File: src/rtl/operand_stage_pkg.sv
// rtl/operand_stage_pkg.sv - shared types for the execute-entry operand stage
// Datapath widths, ALU op codes, operand selectors and the registered slot layout.
package operand_stage_pkg;

  localparam int DATA_W = 32;
  localparam int GPR_AW = 5;

  typedef logic [DATA_W-1:0] Data;
  typedef logic [GPR_AW-1:0] GPRAddr;

  typedef enum logic [3:0] {
    AluOp_ADD  = 4'd0,
    AluOp_SUB  = 4'd1,
    AluOp_SLL  = 4'd2,
    AluOp_SLT  = 4'd3,
    AluOp_SLTU = 4'd4,
    AluOp_XOR  = 4'd5,
    AluOp_SRL  = 4'd6,
    AluOp_SRA  = 4'd7,
    AluOp_OR   = 4'd8,
    AluOp_AND  = 4'd9
  } AluOp;

  typedef enum logic [1:0] {
    OpSelA_RS1  = 2'd0,
    OpSelA_PC   = 2'd1,
    OpSelA_ZERO = 2'd2
  } OpSelA;

  typedef enum logic [1:0] {
    OpSelB_RS2  = 2'd0,
    OpSelB_IMM  = 2'd1,
    OpSelB_FOUR = 2'd2
  } OpSelB;

  localparam Data DATA_FOUR = 32'd4;

  typedef struct packed {
    logic   valid;
    logic   reg_wr;
    logic   is_load;
    logic   is_store;
    AluOp   op;
    Data    operand_a;
    Data    operand_b;
    Data    store_data;
    Data    pc;
    GPRAddr rd_addr;
  } ex_slot_t;

  // Reset value and bubble share one encoding so a killed slot looks like a reset slot.
  localparam ex_slot_t EX_BUBBLE = '{
    valid:      1'b0,
    reg_wr:     1'b0,
    is_load:    1'b0,
    is_store:   1'b0,
    op:         AluOp_ADD,
    operand_a:  '0,
    operand_b:  '0,
    store_data: '0,
    pc:         '0,
    rd_addr:    '0
  };

  function automatic logic gpr_hit(input GPRAddr src, input GPRAddr dst);
    return (src != '0) && (src == dst);
  endfunction

endpackage

File: src/rtl/operand_stage_forward.sv
// rtl/operand_stage_forward.sv - per-source forwarding priority mux (EX > MEM > WB > regfile)
// Purely combinational; x0 reads as zero regardless of any writer.
module operand_forward
  import operand_stage_pkg::*;
(
  input  logic [4:0]  i_rs_addr,
  input  logic [31:0] i_rf_data,
  input  logic        i_ex_wr,
  input  logic [4:0]  i_ex_rd,
  input  logic [31:0] i_ex_data,
  input  logic        i_mem_wr,
  input  logic [4:0]  i_mem_rd,
  input  logic [31:0] i_mem_data,
  input  logic        i_wb_wr,
  input  logic [4:0]  i_wb_rd,
  input  logic [31:0] i_wb_data,
  output logic [31:0] o_data
);

  always_comb begin
    o_data = i_rf_data;
    if (i_rs_addr == '0) begin
      o_data = '0;
    end else if (i_ex_wr && gpr_hit(i_rs_addr, i_ex_rd)) begin
      o_data = i_ex_data;
    end else if (i_mem_wr && gpr_hit(i_rs_addr, i_mem_rd)) begin
      o_data = i_mem_data;
    end else if (i_wb_wr && gpr_hit(i_rs_addr, i_wb_rd)) begin
      o_data = i_wb_data;
    end
  end

endmodule

File: src/rtl/operand_stage.sv
// rtl/operand_stage.sv - execute-entry pipeline register with forwarding and load-use stall
// Resolves source operands, registers them for the ALU, and inserts a bubble on load-use.
module operand_stage
  import operand_stage_pkg::*;
(
  input  logic        i_clock,
  input  logic        i_reset,
  input  logic        i_valid,
  input  logic [31:0] i_pc,
  input  logic [4:0]  i_rs1Addr,
  input  logic [4:0]  i_rs2Addr,
  input  logic [31:0] i_rs1Data,
  input  logic [31:0] i_rs2Data,
  input  logic [31:0] i_imm,
  input  logic [3:0]  i_op,
  input  logic [1:0]  i_selA,
  input  logic [1:0]  i_selB,
  input  logic [4:0]  i_rdAddr,
  input  logic        i_regWrEnable,
  input  logic        i_isLoad,
  input  logic        i_isStore,
  input  logic [31:0] i_aluResult,
  input  logic        i_memValid,
  input  logic        i_memRegWr,
  input  logic [4:0]  i_memRdAddr,
  input  logic [31:0] i_memResult,
  input  logic        i_wbValid,
  input  logic        i_wbRegWr,
  input  logic [4:0]  i_wbRdAddr,
  input  logic [31:0] i_wbResult,
  input  logic        i_hold,
  input  logic        i_flush,
  output logic        o_stallUp,
  output logic        o_valid,
  output logic        o_regWrEnable,
  output logic        o_isLoad,
  output logic        o_isStore,
  output logic [3:0]  o_op,
  output logic [31:0] o_operandA,
  output logic [31:0] o_operandB,
  output logic [31:0] o_storeData,
  output logic [31:0] o_pc,
  output logic [4:0]  o_rdAddr
);

  ex_slot_t slot_q, slot_d;

  Data   fwd1, fwd2;
  Data   operand_a, operand_b;
  OpSelA sel_a;
  OpSelB sel_b;
  logic  ex_wr, mem_wr, wb_wr;
  logic  load_in_ex, rs1_dep, rs2_dep, hazard;

  // A load in EX has no result yet; it is covered by the hazard stall, not by forwarding.
  assign ex_wr  = slot_q.valid & slot_q.reg_wr & ~slot_q.is_load;
  assign mem_wr = i_memValid & i_memRegWr;
  assign wb_wr  = i_wbValid & i_wbRegWr;

  operand_forward u_fwd_rs1 (
    .i_rs_addr  (i_rs1Addr),
    .i_rf_data  (i_rs1Data),
    .i_ex_wr    (ex_wr),
    .i_ex_rd    (slot_q.rd_addr),
    .i_ex_data  (i_aluResult),
    .i_mem_wr   (mem_wr),
    .i_mem_rd   (i_memRdAddr),
    .i_mem_data (i_memResult),
    .i_wb_wr    (wb_wr),
    .i_wb_rd    (i_wbRdAddr),
    .i_wb_data  (i_wbResult),
    .o_data     (fwd1)
  );

  operand_forward u_fwd_rs2 (
    .i_rs_addr  (i_rs2Addr),
    .i_rf_data  (i_rs2Data),
    .i_ex_wr    (ex_wr),
    .i_ex_rd    (slot_q.rd_addr),
    .i_ex_data  (i_aluResult),
    .i_mem_wr   (mem_wr),
    .i_mem_rd   (i_memRdAddr),
    .i_mem_data (i_memResult),
    .i_wb_wr    (wb_wr),
    .i_wb_rd    (i_wbRdAddr),
    .i_wb_data  (i_wbResult),
    .o_data     (fwd2)
  );

  assign sel_a = OpSelA'(i_selA);
  assign sel_b = OpSelB'(i_selB);

  always_comb begin
    operand_a = '0;
    case (sel_a)
      OpSelA_RS1: operand_a = fwd1;
      OpSelA_PC:  operand_a = i_pc;
      default:    operand_a = '0;
    endcase
  end

  always_comb begin
    operand_b = '0;
    case (sel_b)
      OpSelB_RS2:  operand_b = fwd2;
      OpSelB_IMM:  operand_b = i_imm;
      OpSelB_FOUR: operand_b = DATA_FOUR;
      default:     operand_b = '0;
    endcase
  end

  // Stores consume rs2 as data even when operand B is the immediate.
  assign load_in_ex = slot_q.valid & slot_q.is_load & slot_q.reg_wr & (slot_q.rd_addr != '0);
  assign rs1_dep    = (sel_a == OpSelA_RS1) & (i_rs1Addr == slot_q.rd_addr);
  assign rs2_dep    = ((sel_b == OpSelB_RS2) | i_isStore) & (i_rs2Addr == slot_q.rd_addr);
  assign hazard     = load_in_ex & i_valid & (rs1_dep | rs2_dep);

  assign o_stallUp  = ~i_flush & (i_hold | hazard);

  always_comb begin
    slot_d = slot_q;
    if (i_flush) begin
      slot_d = EX_BUBBLE;
    end else if (i_hold) begin
      slot_d = slot_q;
    end else if (hazard) begin
      slot_d = EX_BUBBLE;
    end else begin
      slot_d.valid      = i_valid;
      slot_d.reg_wr     = i_valid & i_regWrEnable;
      slot_d.is_load    = i_valid & i_isLoad;
      slot_d.is_store   = i_valid & i_isStore;
      slot_d.op         = AluOp'(i_op);
      slot_d.operand_a  = operand_a;
      slot_d.operand_b  = operand_b;
      slot_d.store_data = fwd2;
      slot_d.pc         = i_pc;
      slot_d.rd_addr    = i_rdAddr;
    end
  end

  always_ff @(posedge i_clock or posedge i_reset) begin
    if (i_reset) begin
      slot_q <= EX_BUBBLE;
    end else begin
      slot_q <= slot_d;
    end
  end

  assign o_valid       = slot_q.valid;
  assign o_regWrEnable = slot_q.reg_wr;
  assign o_isLoad      = slot_q.is_load;
  assign o_isStore     = slot_q.is_store;
  assign o_op          = slot_q.op;
  assign o_operandA    = slot_q.operand_a;
  assign o_operandB    = slot_q.operand_b;
  assign o_storeData   = slot_q.store_data;
  assign o_pc          = slot_q.pc;
  assign o_rdAddr      = slot_q.rd_addr;

endmodule

File: config.mk
export PLATFORM = sky130hd
export DESIGN_NAME = operand_stage
export DESIGN_NICKNAME = d
export VERILOG_FILES = /design/src/rtl/operand_stage_pkg.sv /design/src/rtl/operand_stage_forward.sv /design/src/rtl/operand_stage.sv
export SDC_FILE = /design/constraint.sdc
export NUM_CORES = 1
export LEC_CHECK = 0
export CAP_MARGIN = 15
export CORE_AREA = 8 8 152 154
export CTS_CLUSTER_SIZE = 25
export DETAILED_ROUTE_END_ITERATION = 8
export DIE_AREA = 0 0 160 162
export PLACE_DENSITY = 0.83
export RECOVER_POWER = 50
export REMOVE_ABC_BUFFERS = 1
export SKIP_CTS_REPAIR_TIMING = 1
export SYNTH_ARGS = -nofsm -noshare
export SYNTH_HDL_FRONTEND = slang
export SYNTH_SLANG_ARGS = --single-unit
File: constraint.sdc
create_clock -name i_clock -period 8.1 [get_ports i_clock]
set_input_delay 0.81 -clock i_clock [delete_from_list [all_inputs] [get_ports i_clock]]
set_output_delay 0.81 -clock i_clock [all_outputs]
set_load 0.02 [all_outputs]
Word level (Yosys, flattened, before mapping)
Cells that the tools add are included.

word-level totals
  memory bits (writable) = 0
  latch bits = 0
  memory bits (read-only) = 0
  bits of input ports = 269
  memories kept = 0
  word-level logic and storage cells = 72
  bits in registers = 141

operators by class
  reduce and logical (&&, ||, !) cells = 19
  div/mod/pow operators = 0
  shift-type cells = 0
  bitwise gates (word level) = 20
  $lt $le $gt $ge = 0
  add/sub/neg operators = 0
  multipliers = 0
  muxes and demuxes = 13
  equality and inequality tests = 10

operators by type and width
  cell                                                   count
  2-to-1 mux 141 bit                                     3
  2-to-1 mux 32 bit                                      8
  case mux 32 bit (3 select lines)                       1
  case mux 32 bit (2 select lines)                       1
  equality test 5 bit                                    6
  bitwise AND 1 bit                                      15
  nonzero test 5 bit                                     3
  logical AND 1 bit                                      12
  logical NOT 5 bit                                      2
  equality test 2 x 1 -> 1 bit, second input constant    2
  logical NOT 2 bit                                      2
  OR 1 bit                                               3
  equality test 2 bit, second input constant             1
  inequality test 2 x 1 -> 1 bit, second input constant  1
  inverter 1 bit                                         2

Longest topological paths before layout
Gate-level depths: netlist (run 1).

  depth in word-level cells = 11
  depth in mapped cells = 9

Hierarchy
A second synthesis (run 1) with hierarchy kept.

unflattened totals
  cell total of the unflattened synthesis = 1320
  area, all modules = 10610.2 µm²

modules (own cells, without submodules)
  module           instances  area an instance (µm²)  cells each
  operand_stage    1          7915.1                  878
  operand_forward  2          1347.5                  221

Worst setup path before layout (run 1)
No wires, ideal clock.

  path type = in2out
  start = input port i_rs2Addr[0]
  end = output port o_stallUp
  arrival time = 1964 ps
  data required time = 7290 ps
  cell stages on the path = 6
  slack = 5326 ps
  path through = buf_2 > xnor2_1 > nand2_1 > nor3_1 > o21ai_2 > a21oi_1

between the ends
  longest elaborated chain between the ends = 6

ends and longest elaborated chain
  element              RTL line              RTL
  start, declared      operand_stage.sv:11   input logic [4:0] i_rs2Addr,
  equality test 5 bit  operand_stage.sv:115  assign rs2_dep = ((sel_b == OpSelB_RS2) | i_isStore) & (i_rs2Addr == slot_q.rd_addr);
  bitwise AND 1 bit    operand_stage.sv:115
  OR 1 bit             operand_stage.sv:116  assign hazard = load_in_ex & i_valid & (rs1_dep | rs2_dep);
  bitwise AND 1 bit    operand_stage.sv:116
  OR 1 bit             operand_stage.sv:118  assign o_stallUp = ~i_flush & (i_hold | hazard);
  bitwise AND 1 bit    operand_stage.sv:118
  end, declared        operand_stage.sv:33   output logic o_stallUp,

Every way passes these cells.

==> impl_metrics.env, run 1 <==
export IMPL_status="complete, but fails checks"
export IMPL_violations="max-capacitance violations, max-slew violations"
export IMPL_cap_violations=1
export IMPL_post_dp_hpwl_um=30300
export IMPL_grt_pass1_wl_um=62300
export IMPL_ios=411
export IMPL_fin_setup_tns_ps=0
export IMPL_finalMaxSlewViolations=74
export IMPL_slowest_stage="clkinvlp_2"
export IMPL_wl_per_cell_um=26.8
export IMPL_ff2ff_setup_slack_ps=4990
export IMPL_layout_common_cells="clkdlybuf4s50_1 (269), dlygate4sd3_1 (141), dfrtp_1 (141)"
export IMPL_grt_max_degree=74
export IMPL_clock_sinks=141
export IMPL_ir_worst_vdd_mv=0.128
export IMPL_p_per_area_mw_per_mm2=156
export IMPL_clock_root_buffer="clkbuf_16"
export IMPL_synth_area_mm2=0.00867
export IMPL_drt_iter0_drc=1078
export IMPL_grt_setup_unrepaired="no"
export IMPL_num_vias=9468
export IMPL_gp_congestion=0.913
export IMPL_fin_crit_sh_pct=49.1
export IMPL_arrival_ps=4380
export IMPL_hold_path_class="reg -> reg"
export IMPL_grtUsageTotal_pct=31.2
export IMPL_max_stage_delay_ps=1900
export IMPL_leakage_nw=5.78
export IMPL_finalSetupViolations=0
export IMPL_antenna_found_initial=4
export IMPL_portBuffers=410
export IMPL_num_rows=53
export IMPL_holdPathEnd="o_storeData[3]"
export IMPL_min_period_ps=3980
export IMPL_ant_nets=0
export IMPL_path_class="in -> async"
export IMPL_final_common_cell="clkdlybuf4s50_1"
export IMPL_synthToLayoutAreaGrowth_pct=54.8
export IMPL_start_util_pct=41.9
export IMPL_end_kind="async pin"
export IMPL_async_flop_share_pct=100
export IMPL_cts_buffers=17
export IMPL_reg2reg_from="o_rdAddr[2]"
export IMPL_finalHoldViolCount=0
export IMPL_clkTransAtPathRegs_ps=60
export IMPL_die_w_um=160
export IMPL_crit_chain="dlygate4sd3_1 > clkinvlp_2 > buf_4"
export IMPL_synth_edf_count=0
export IMPL_ys_types=53
export IMPL_core_area_mm2=0.0207
export IMPL_skew_ps=12.0
export IMPL_drcViolationCount=0
export IMPL_grt_pass1_vias=9840
export IMPL_relSlewSlack_pct=-128
export IMPL_drt_wl_total_um=41500
export IMPL_nets=1527
export IMPL_drt_first_pass_iters=6
export IMPL_avgSynthCellArea_um2=9.68
export IMPL_drive_above_1_share_pct=11.1
export IMPL_placed_cell_area_mm2=0.0128
export IMPL_r2r_cells=6
export IMPL_cts_path_max_buffers=2
export IMPL_vias_per_cell=6.11
export IMPL_cp_startpoint="i_reset"
export IMPL_overflow=0
export IMPL_synth_top_flop_cell="dfrtp_1"
export IMPL_crit_required_ps=8500
export IMPL_final_core_util_pct=64.8
export IMPL_fin_area_mm2=0.0134
export IMPL_cp_max_fo=73
export IMPL_htreeDepth=4
export IMPL_tritoncts="done"
export IMPL_r2r_end="o_operandA[27]"
export IMPL_critPathLaunchType="primary input"
export IMPL_whs_path_depth=2
export IMPL_ys_warn_count=0
export IMPL_synth_cells=895
export IMPL_synth_seq_cells=141
export IMPL_fp_dieH_um=162
export IMPL_worstSkewPairLatency_ps=430
export IMPL_timing_fmax_ghz=0.251
export IMPL_holdCritStartpoint="o_storeData[3]"
export IMPL_tightest_slew_ps=3400
export IMPL_yosysSeqAreaShare_pct=40.7
export IMPL_die_area_mm2=0.0259
-- cells by family (layout without fill, tap and decap cells) --
kind of cell    count (synthesis)  count (layout)  share of synthesized area (%)
compound gates                349             349                           33.0
simple gates                  236             236                           15.2
xor+xnor                       27              27                           2.73
flops                         141             141                           40.7
other cells                     0               4                              0
buf+inv                       142             518                           8.32
-- per-stage QoR --
step | power [mW] | instances | hold WS [ps] | setup WS, ps
global route | 2.16 | 1550 | 500 | 3540
CTS | 2.11 | 1546 | 489 | 4150
global placement | 1.25 | 1514 | 466 | 4110
floorplan | 0.966 | 815 | 590 | 2260
detailed placement | 1.26 | 1514 | 474 | 4110
finish | 2.10 | 1550 | 482 | 4120
-- flip-flops by register name, summed over array words and instances, names as in the netlist --
| signal | flops |
|---|---|
| o_storeData | 32 |
| o_rdAddr | 5 |
| o_operandA | 32 |
| o_operandB | 32 |
| o_op | 4 |
| o_isStore | 1 |
| o_pc | 32 |
| o_isLoad | 1 |
| o_regWrEnable | 1 |
| o_valid | 1 |
-- Yosys cell counts, drive strengths merged (2+ instances only) --
| cell type | instances | area, um^2 |
|---|---|---|
| inv | 62 | 233 |
| xnor2 | 15 | 131 |
| o21ai | 127 | 639 |
| and2 | 32 | 200 |
| a21bo | 2 | 20.0 |
| or4 | 4 | 41.3 |
| a22oi | 31 | 233 |
| a22o | 42 | 368 |
| a221oi | 38 | 521 |
| a2bb2oi | 7 | 61.3 |
| nor2 | 11 | 56.3 |
| nand2 | 102 | 399 |
| nand3 | 5 | 30.0 |
| a21oi | 3 | 15.0 |
| and3 | 9 | 56.3 |
| nand4 | 2 | 12.5 |
| clkbuf | 39 | 150 |
| dfrtp | 141 | 3530 |
| xor2 | 12 | 105 |
| nor3 | 59 | 400 |
| buf | 41 | 338 |
| o21a | 31 | 233 |
| o221ai | 33 | 433 |
| nor4 | 5 | 61.3 |
| a32o | 4 | 40.0 |
| o32a | 25 | 250 |
| nand4b | 2 | 17.5 |
-- metal layers --
metal / share of wire, % / global-route usage (%) / wire length [um]
met1: 39 / 38.4 / 16200
met2: 47 / 49.8 / 19500
met4: 4.1 / 14.8 / 1720
met3: 9.9 / 8.71 / 4100
met5: 0 / 0 / 0
-- worst max path at each step --
stage | end | slack (ps) | cells past startpoint
4_1_cts | o_stallUp | 4150 | 7
2_1_floorplan | o_operandA[0] | 2260 | 4
3_3_place_gp | o_operandA[27] | 4110 | 7
6_report | o_operandA[28] | 4120 | 3
5_1_grt | o_operandA[28] | 3540 | 3
3_5_place_dp | o_operandA[27] | 4110 | 7
-- report_power, final --
part	switching, mW	internal [mW]	total (mW)
logic	0.233	0.236	0.469
registers	0.0233	0.741	0.764
clock network	0.362	0.501	0.863
-- critical path, delay by kind of cell --
family	cells	cell delay, ps
buf+inv	3	3460
-- layout make-up --
cell class / count / area [um^2]
repair buffers: 424 / 4210
diodes: 4 / 10.0
clock buffers: 18 / 429
fillers: 1711 / 7280
flip-flops and latches: 141 / 3530
multi-input cells: 612 / 4460
clock inverters: 14 / 200
inverters: 62 / 234
well taps: 275 / 344
Power figures use the tool's default switching activity.
==> run 2, diff against run 1 <==
CORE_AREA = unset   (was 8 8 152 154)
CORE_MARGIN = 8   (was unset)
CORE_UTILIZATION = 38   (was unset)
DIE_AREA = unset   (was 0 0 160 162)
PLACE_DENSITY = 0.79   (was 0.83)
clock period = 3.5 ns   (was 8.1 ns; I/O delays follow)
==> run 2 against run 1 <==
Net effect:
- the flow still finishes with violations (max-capacitance violations, max-slew violations)
- worst setup slack lost 3800 ps
- sequential share of layout area shrank 0.32 points
- combinational power grew 140%
- critical path depth grew 3
- register-to-register slack lost 4300 ps
- critical endpoint is now o_stallUp
- largest power group unchanged
==> impl_metrics.env, run 2 (synthesized netlist as in run 1, its figures left out) <==
export IMPL_fp_dieH_um=167
export IMPL_ant_nets=0
export IMPL_slowest_stage="clkdlybuf4s50_1"
export IMPL_finalHoldViolCount=0
export IMPL_clkTransAtPathRegs_ps=70
export IMPL_gp_congestion=0.963
export IMPL_grt_pass1_vias=9320
export IMPL_holdCritStartpoint="o_storeData[29]"
export IMPL_htreeDepth=4
export IMPL_die_area_mm2=0.0279
export IMPL_fin_area_mm2=0.0136
export IMPL_clock_sinks=141
export IMPL_grt_max_degree=81
export IMPL_holdPathEnd="o_storeData[29]"
export IMPL_ir_worst_vdd_mv=0.262
export IMPL_tightest_slew_ps=1890
export IMPL_ios=411
export IMPL_min_period_ps=3190
export IMPL_multi_input_area_mm2=0.00445
export IMPL_r2r_cells=7
export IMPL_fillers=1957
export IMPL_cts_path_max_buffers=2
export IMPL_crit_required_ps=3150
export IMPL_vias_per_cell=5.75
export IMPL_max_stage_delay_ps=640
export IMPL_wl_per_cell_um=26.5
export IMPL_clock_root_buffer="clkbuf_16"
export IMPL_arrival_ps=2840
export IMPL_dp_slack_ps=345
export IMPL_die_w_um=167
export IMPL_violations="max-capacitance violations, max-slew violations"
export IMPL_drt_first_pass_iters=5
export IMPL_relSlewSlack_pct=-26.1
export IMPL_skew_ps=14.4
export IMPL_status="complete, but fails checks"
export IMPL_grt_pass1_wl_um=61600
export IMPL_num_vias=9081
export IMPL_worstSkewPairLatency_ps=420
export IMPL_post_dp_hpwl_um=31600
export IMPL_r2r_end="o_operandA[8]"
export IMPL_tritoncts="done"
export IMPL_drt_wl_total_um=41900
export IMPL_crit_buf_inv=1
export IMPL_grt_setup_unrepaired="no"
export IMPL_start_util_pct=38.5
export IMPL_critPathLaunchType="flip-flop"
export IMPL_cp_max_fo=8
export IMPL_grtUsageTotal_pct=29.1
export IMPL_nets=1537
export IMPL_worst_slack_ps=314
export IMPL_synthToLayoutAreaGrowth_pct=56.7
export IMPL_ff2ff_setup_slack_ps=730
export IMPL_worst_hold_slack_ps=477
export IMPL_reg2reg_from="o_rdAddr[1]"
export IMPL_core_area_mm2=0.0225
export IMPL_timing_fmax_ghz=0.314
export IMPL_portBuffers=410
export IMPL_crit_chain="xnor2_1 > nand3_1 > nor3_1 > o21ai_2 > a21oi_1 > clkdlybuf4s50_1"
export IMPL_finalMaxSlewViolations=81
export IMPL_final_common_cell="clkdlybuf4s50_1"
export IMPL_antenna_found_initial=14
export IMPL_cp_top_family="simple AND/OR/NAND/NOR gates"
export IMPL_cap_violations=1
export IMPL_hold_path_class="reg -> reg"
export IMPL_num_rows=55
export IMPL_cts_buffers=17
export IMPL_end_kind="output port"
export IMPL_drcViolationCount=0
export IMPL_seq_area_mm2=0.00353
export IMPL_finalSetupViolations=0
export IMPL_fin_crit_sh_pct=91.0
export IMPL_overflow=0
export IMPL_leakage_nw=5.66
export IMPL_cp_startpoint="o_rdAddr[1]"
export IMPL_drive_above_1_share_pct=11.7
export IMPL_p_per_area_mw_per_mm2=348
export IMPL_placed_cell_area_mm2=0.0130
export IMPL_fin_setup_tns_ps=0
export IMPL_whs_path_depth=2
export IMPL_path_class="reg -> out"
export IMPL_layout_common_cells="clkdlybuf4s50_1 (338), dfrtp_1 (141), nand2_1 (101)"
export IMPL_drt_iter0_drc=895
## run 2: changes by cell type in the layout (fill, tap and decap cells not counted), moves of 2 or more
cell	before	now
clkinv_2	0	3
dlygate4sd3_1	141	72
clkinv_4	2	4
inv_8	6	1
diode_2	4	13
inv_6	2	4
buf_12	0	9
clkdlybuf4s50_1	269	338
## run 2: final cells by class
cell class              instances  share of cell area (%)
clock inverters                14                    1.15
well taps                     285                    2.63
repair buffers                434                    32.3
flip-flops and latches        141                    26.0
multi-input cells             612                    32.8
clock buffers                  18                    3.16
diodes                         13                   0.240
inverters                      62                    1.74
## run 2: stage by stage
step                      utilization, %  cells  power [mW]
after detailed placement            57.7   1534        2.93
after global routing                60.3   1578        4.89
final                               60.3   1579        4.73
after floorplan                        -    815        2.24
after global placement              57.7   1534        2.92
after CTS                           60.3   1566        4.77
## run 2: how the worst max path moves through the flow
stage	to	slack, ps	cells after the start
finish	o_stallUp	310	6
global route	o_pc[22]	70	3
CTS	o_stallUp	310	6
detailed placement	o_stallUp	350	7
global placement	o_stallUp	320	7
floorplan	o_operandA[0]	-1880	4
## run 2: power breakdown
group | switching, mW | leakage (nW) | internal [mW] | total, mW
clock network | 0.777 | 0.291 | 1.06 | 1.84
logic | 0.545 | 3.46 | 0.573 | 1.12
registers | 0.0574 | 1.90 | 1.71 | 1.77
## run 2: per-layer routing
layer	wire length (um)	up-vias	GRT usage [%]
li1	-	4098	-
met1	17100	4449	36.5
met2	20200	464	46.6
met3	3450	68	8.13
met4	1130	2	11.9
met5	13	-	0
## run 2: tightest hold or removal path: cells and delay by family, from the launching register on
kind             cells  cell delay [ps]
flip-flops           1              340
AO/OA/AOI/OAI        1               60
AND/OR/NAND/NOR      1               50
